--- src/rtl/cop0_exc_entry_pkg.sv ---
// Shared COP0 exception-entry constants: cause codes, vector geometry and the capture record.
package cop0_exc_entry_pkg;

  localparam logic [4:0] CPU_EXC_CAUSE_DEC  = 5'd1;
  localparam logic [4:0] CPU_EXC_CAUSE_BUS  = 5'd2;
  localparam logic [4:0] CPU_EXC_CAUSE_SYS  = 5'd3;
  localparam logic [4:0] CPU_EXC_CAUSE_BRK  = 5'd4;
  localparam logic [4:0] CPU_EXC_CAUSE_IRQ0 = 5'd8;

  localparam int CPU_EXC_VEC_SHIFT = 5;
  localparam int CPU_EXC_IVT_W     = 22;

  typedef struct packed {
    logic [4:0]  cause;
    logic [31:0] epc;
    logic [31:0] vec;
  } exc_rec_t;

  // Each cause owns a 32-byte slot above the 1 KiB-aligned IVT base.
  function automatic logic [31:0] exc_vector(input logic [CPU_EXC_IVT_W-1:0] ivt,
                                             input logic [4:0] cause);
    return {ivt, 10'b0} + (32'(cause) << CPU_EXC_VEC_SHIFT);
  endfunction

endpackage

--- src/rtl/cop0_irq_sync.sv ---
// Parameterised-width 2-flop synchronizer with synchronous active-high reset to 0.
module cop0_irq_sync #(
  parameter int WIDTH = 8
) (
  input  logic             clk,
  input  logic             rst,
  input  logic [WIDTH-1:0] d_i,
  output logic [WIDTH-1:0] q_o
);

  logic [WIDTH-1:0] meta_q;
  logic [WIDTH-1:0] sync_q;

  always_ff @(posedge clk) begin
    if (rst) begin
      meta_q <= '0;
      sync_q <= '0;
    end else begin
      meta_q <= d_i;
      sync_q <= meta_q;
    end
  end

  assign q_o = sync_q;

endmodule

--- src/rtl/cop0_exc_entry.sv ---
// Exception-entry sequencer: capture -> drain -> commit EPC/IE -> redirect to IVT (valid/ack).
// Define CPU_EXC_IRQ_SYNC_EN to pass i_irq through a 2-flop synchronizer (+2 cycles IRQ latency).
module cop0_exc_entry
  import cop0_exc_entry_pkg::*;
#(
  parameter int IRQ_NUM = 8
) (
  input  logic                     clk,
  input  logic                     rst,
  input  logic                     i_core_stall,
  input  logic [IRQ_NUM-1:0]       i_irq,
  input  logic                     i_sr_ie,
  input  logic [CPU_EXC_IVT_W-1:0] i_ivt,
  input  logic                     i_dec_err,
  input  logic                     i_bus_err,
  input  logic                     i_syscall,
  input  logic                     i_break,
  input  logic [31:0]              i_exc_pc,
  input  logic [31:0]              i_irq_pc,
  input  logic                     i_rfe_wb,
  output logic                     o_flush,
  output logic                     o_epc_we,
  output logic [31:0]              o_epc_val,
  output logic                     o_ie_save,
  output logic [4:0]               o_cause,
  output logic                     o_redir_valid,
  output logic [31:0]              o_redir_addr,
  input  logic                     i_redir_ack,
  output logic                     o_busy
);

  typedef enum logic [1:0] {
    ST_IDLE,
    ST_DRAIN,
    ST_COMMIT,
    ST_REDIRECT
  } state_t;

  state_t   state_q, state_d;
  exc_rec_t rec_q, rec_d;

  logic [IRQ_NUM-1:0] irq_s;
  logic [IRQ_NUM-1:0] irq_m;

`ifdef CPU_EXC_IRQ_SYNC_EN
  cop0_irq_sync #(
    .WIDTH (IRQ_NUM)
  ) u_irq_sync (
    .clk (clk),
    .rst (rst),
    .d_i (i_irq),
    .q_o (irq_s)
  );
`else
  assign irq_s = i_irq;
`endif

  assign irq_m = irq_s & {IRQ_NUM{i_sr_ie}};

  // Event selection, highest priority wins; lower-priority sync pulses are dropped.
  logic        evt_vld;
  logic [4:0]  evt_cause;
  logic [31:0] evt_epc;

  always_comb begin
    evt_vld   = 1'b0;
    evt_cause = 5'd0;
    evt_epc   = 32'd0;
    if (i_bus_err) begin
      evt_vld   = 1'b1;
      evt_cause = CPU_EXC_CAUSE_BUS;
      evt_epc   = i_exc_pc;
    end else if (i_dec_err) begin
      evt_vld   = 1'b1;
      evt_cause = CPU_EXC_CAUSE_DEC;
      evt_epc   = i_exc_pc;
    end else if (i_syscall) begin
      evt_vld   = 1'b1;
      evt_cause = CPU_EXC_CAUSE_SYS;
      evt_epc   = i_exc_pc;
    end else if (i_break) begin
      evt_vld   = 1'b1;
      evt_cause = CPU_EXC_CAUSE_BRK;
      evt_epc   = i_exc_pc;
    end else begin
      // Scan downwards so the lowest-numbered pending line ends up selected.
      for (int k = IRQ_NUM - 1; k >= 0; k--) begin
        if (irq_m[k]) begin
          evt_vld   = 1'b1;
          evt_cause = CPU_EXC_CAUSE_IRQ0 + 5'(k);
          evt_epc   = i_irq_pc;
        end
      end
    end
  end

  always_comb begin
    state_d       = state_q;
    rec_d         = rec_q;
    o_flush       = 1'b0;
    o_epc_we      = 1'b0;
    o_ie_save     = 1'b0;
    o_redir_valid = 1'b0;
    case (state_q)
      ST_IDLE: begin
        if (evt_vld) begin
          state_d   = ST_DRAIN;
          rec_d.cause = evt_cause;
          rec_d.epc   = evt_epc;
          rec_d.vec   = exc_vector(i_ivt, evt_cause);
        end
      end
      ST_DRAIN: begin
        // An RFE retiring now owns the COP0 write port; defer commit by a cycle.
        if (!i_core_stall && !i_rfe_wb) begin
          state_d = ST_COMMIT;
        end
      end
      ST_COMMIT: begin
        o_flush   = 1'b1;
        o_epc_we  = 1'b1;
        o_ie_save = 1'b1;
        state_d   = ST_REDIRECT;
      end
      ST_REDIRECT: begin
        o_flush       = 1'b1;
        o_redir_valid = 1'b1;
        if (i_redir_ack) begin
          state_d = ST_IDLE;
        end
      end
      default: begin
        state_d = ST_IDLE;
      end
    endcase
  end

  always_ff @(posedge clk) begin
    if (rst) begin
      state_q <= ST_IDLE;
      rec_q   <= '0;
    end else begin
      state_q <= state_d;
      rec_q   <= rec_d;
    end
  end

  assign o_epc_val    = rec_q.epc;
  assign o_cause      = rec_q.cause;
  assign o_redir_addr = rec_q.vec;
  assign o_busy       = (state_q != ST_IDLE);

endmodule

--- config.mk ---
export PLATFORM = sky130hd
export DESIGN_NAME = cop0_exc_entry
export DESIGN_NICKNAME = d
export VERILOG_FILES = /design/src/rtl/cop0_exc_entry_pkg.sv /design/src/rtl/cop0_irq_sync.sv /design/src/rtl/cop0_exc_entry.sv
export SDC_FILE = /design/constraint.sdc
export NUM_CORES = 1
export LEC_CHECK = 0
export CORE_ASPECT_RATIO = 0.75
export CORE_MARGIN = 2
export CORE_UTILIZATION = 30
export DETAILED_ROUTE_END_ITERATION = 8
export PLACE_DENSITY = 0.69
export SYNTH_ARGS = -nofsm -noshare
export SYNTH_HDL_FRONTEND = slang
export SYNTH_SLANG_ARGS = --single-unit
--- constraint.sdc ---
create_clock -name clk -period 2.4 [get_ports clk]
set_input_delay 0.48 -clock clk [delete_from_list [all_inputs] [get_ports clk]]
set_output_delay 0.48 -clock clk [all_outputs]
set_load 0.05 [all_outputs]
==> results by group <==
Global route
  – First-pass GRT wire length: 14600 microns
  – Largest net degree at the start of global routing: 32
  – Congestion Overflow GR: 0
  – Antenna violations before repair: 0
  – Vias in the first global route: 2934
  – Total Routing Usage GR: 18.8%

Clocking
  – CTS tree: built
  – Total CTS buffers: 9
  – Cts hold-fix bufs: 0
  – # H-tree levels: 3
  – CTS root buf: clkbuf_16
  – Reg clk slew, reported paths: 0.05 ns
  – # clock sinks: 60
  – Clock latency on the worst-skew pair: 0.32 ns
  – Clock buffer depth: 2

STA
  – Crit share post-route: 94.7%
  – RSZ-0062 raised after global routing: no
  – Final Critical Period: 2.27 ns
  – Fmax: 440 MHz
  – Worst Max-Slew Pin Slew: 0.776 ns
  – Setup_tns: 0 ns
  – Final Hold Viols: 0
  – Max_slew headroom: 48.1%
  – Clk_skew: 0.00632 ns
  – Setup WS post-layout: 0.126 ns
  – Slew Limit Fails: 0
  – Finish-stage setup viols: 0

Logic synthesis
  – Post-synth EDFFs: 0
  – Yosys reg bits: 60
  – Yosys Warn Count: 0
  – Avg Inst Size Synth: 9.30 sq um
  – Synth async-reset ratio: 0%
  – Mapped Area: 2680 sq um
  – Post-synthesis cell type count: 38
  – Syn Inst Count: 288
  – Sequential cell area fraction in the yosys report: 44.8%
  – Ys flop type: dfxtp_1

Critical path
  – R2r setup slk: 0.48 ns
  – Crit. End Element: primary output
  – CP max stage cell: clkdlybuf4s50_1
  – Worst setup startpoint: state_q[0]
  – Critical Path Sink: o_epc_we
  – Worst-path fanout max: 4
  – FF-to-FF End: o_epc_val[20]
  – Setup crit start kind: flop
  – RR Startpoint: state_q[0]
  – Setup CP Type: flop to primary output
  – CP Data Required Time: 1.92 ns
  – CP Cell Sequence: inv_1 -> ha_1 -> clkdlybuf4s50_1
  – R2R cell count: 7
  – WP data arrival: 1.79 ns
  – CP peak stage delay: 0.82 ns

Finish
  – Register area: 1200 sq um
  – Area grow syn2layout: 81.9%
  – Fin nets: 573
  – Antenna cells: 0
  – Post-Layout Cell Count: 578
  – Multi-input logic area: 1260 sq um
  – Fill cells: 746
  – Share of layout cells above drive strength 1: 10.9%

Floorplan
  – Starting Density: 31.3%
  – Die W: 113 microns
  – Die area: 9710 sq um
  – Num rows: 29
  – Core area: 8560 sq um
  – Die Y: 85.8 microns
  – I/O pins: 178

Outcome
  – Run status: finished, violations left
  – Failing checks: design-rule violations

Placement
  – Final Wtd Congestion: 0.788
  – Post-DP HPWL: 6730 microns
  – Pre-CTS WS: -0.291 ns
  – IO Port Bufs: 170
  – Placed cell count: 562

Routing
  – Via/cell ratio: 5.11
  – DRC: 7
  – Wire per inst: 16.1 microns
  – Drt first pass iters: 8
  – Starting DRT DRC Count: 234
  – DRT Wirelength: 9320 microns
  – Antenna Nets Post-Route: 0
  – DR vias: 2952

Pwr
  – Pwr dens: 1220 nW/um^2
  – Worst VDD drop: 0.620 mV
  – Total power draw: 0.00592 W
  – Leak: 1.98 nW

Hold path
  – Hold Path Class: flop to flop

Run
  – Max Cap Viol: 0
[synth_stat cells (2+ instances only)]
library cell  number  area share, %
dfxtp_1           60             45
a221o_1           31             12
and3_1            31            7.2
a21oi_1           27            5.0
nand3_1           23            4.3
o21ai_1           23            4.3
buf_4             16            4.5
clkbuf_1          13            1.8
inv_1              7           0.98
nand2_1            6           0.84
nor2_1             6           0.84
buf_2              4           0.75
ha_1               4            1.9
nor3_1             4           0.75
buf_6              3            1.3
nor4_1             3           0.70
a21o_1             2           0.56
nand2b_1           2           0.47
o21a_1             2           0.56
o21ai_0            2           0.37
o221ai_1           2           0.65
[cell families after synthesis]
logic type	after synthesis	share of synthesized area [%]
other cells	1	0.140
buf+inv	43	9.30
fa+ha+maj	4	1.87
compound gates	97	25.9
flops	60	44.8
mux	1	0.374
simple gates	82	17.6
[worst max-delay path, delay by kind of cell, from the launching register on]
kind / cells / cell delay [ns]
adder cells (fa/ha/maj): 1 / 0.21
buffers and inverters: 2 / 0.91
flip-flops: 1 / 0.34
[area by class of cell]
type | instances | area share [%]
Tap cell | 108 | 2.77
Clock buffer | 9 | 4.62
Clock inverter | 7 | 1.57
Sequential cell | 60 | 24.7
Multi-Input combinational cell | 191 | 26.0
Inverter | 7 | 0.539
Timing Repair Buffer | 196 | 39.9
[through the flow]
step	util, %	hold WS, ns	cell area (sq um)
2_1_floorplan	-	0.468	2700
3_3_place_gp	53.3	0.449	4570
3_5_place_dp	53.3	0.456	4570
4_1_cts	56.9	0.464	4870
5_1_grt	56.9	0.481	4870
6_report	56.9	0.462	4870
[layout by cell type, fill, tap and decap left out, types with 3 or more instances in the layout]
master,count
clkdlybuf4s50_1,168
dfxtp_1,60
and3_1,31
a221o_1,31
a21oi_1,26
nand3_1,23
o21ai_1,23
buf_4,23
clkbuf_16,9
inv_1,7
conb_1,7
nand2_1,6
nor3_1,4
nor2_1,4
ha_1,4
buf_12,4
nor4_1,3
[report_power, final]
| group | leakage (nW) | switching (W) | internal [W] |
|---|---|---|---|
| sequential | 0.496 | 0.000173 | 0.00131 |
| combinational | 1.34 | 0.00205 | 0.00111 |
| clock | 0.142 | 0.000475 | 0.000808 |
[layer usage]
metal,global-route usage [%],wire (microns),vias to the layer above
met1,23.6,4030,1369
met3,6.15,777,12
li1,-,-,1431
met4,5.21,136,0
met5,0,0,-
met2,31.2,4380,140
[how the worst min path moves through the flow]
stage | startpoint | end | slack [ns] | depth (start not counted)
after floorplan | state_q[1] | state_q[1] | 0.47 | 2
after global placement | o_redir_addr[29] | o_redir_addr[29] | 0.45 | 2
after detailed placement | o_redir_addr[19] | o_redir_addr[19] | 0.46 | 2
after CTS | o_redir_addr[19] | o_redir_addr[19] | 0.46 | 2
after global routing | o_redir_addr[13] | o_redir_addr[13] | 0.48 | 2
final | o_redir_addr[19] | o_redir_addr[19] | 0.46 | 2
[registers in the layout (all words and copies together) (netlist names)]
register / count
o_cause: 3
o_epc_val: 32
o_redir_addr: 23
state_q: 2
[what timing repair did]
action	in CTS	in global routing
buffers inserted	0	0
setup endpoints to repair	32	0
resized for setup	2	0
endpoints found under the hold margin	0	0
No activity file was read; power rests on OpenSTA's default activity.
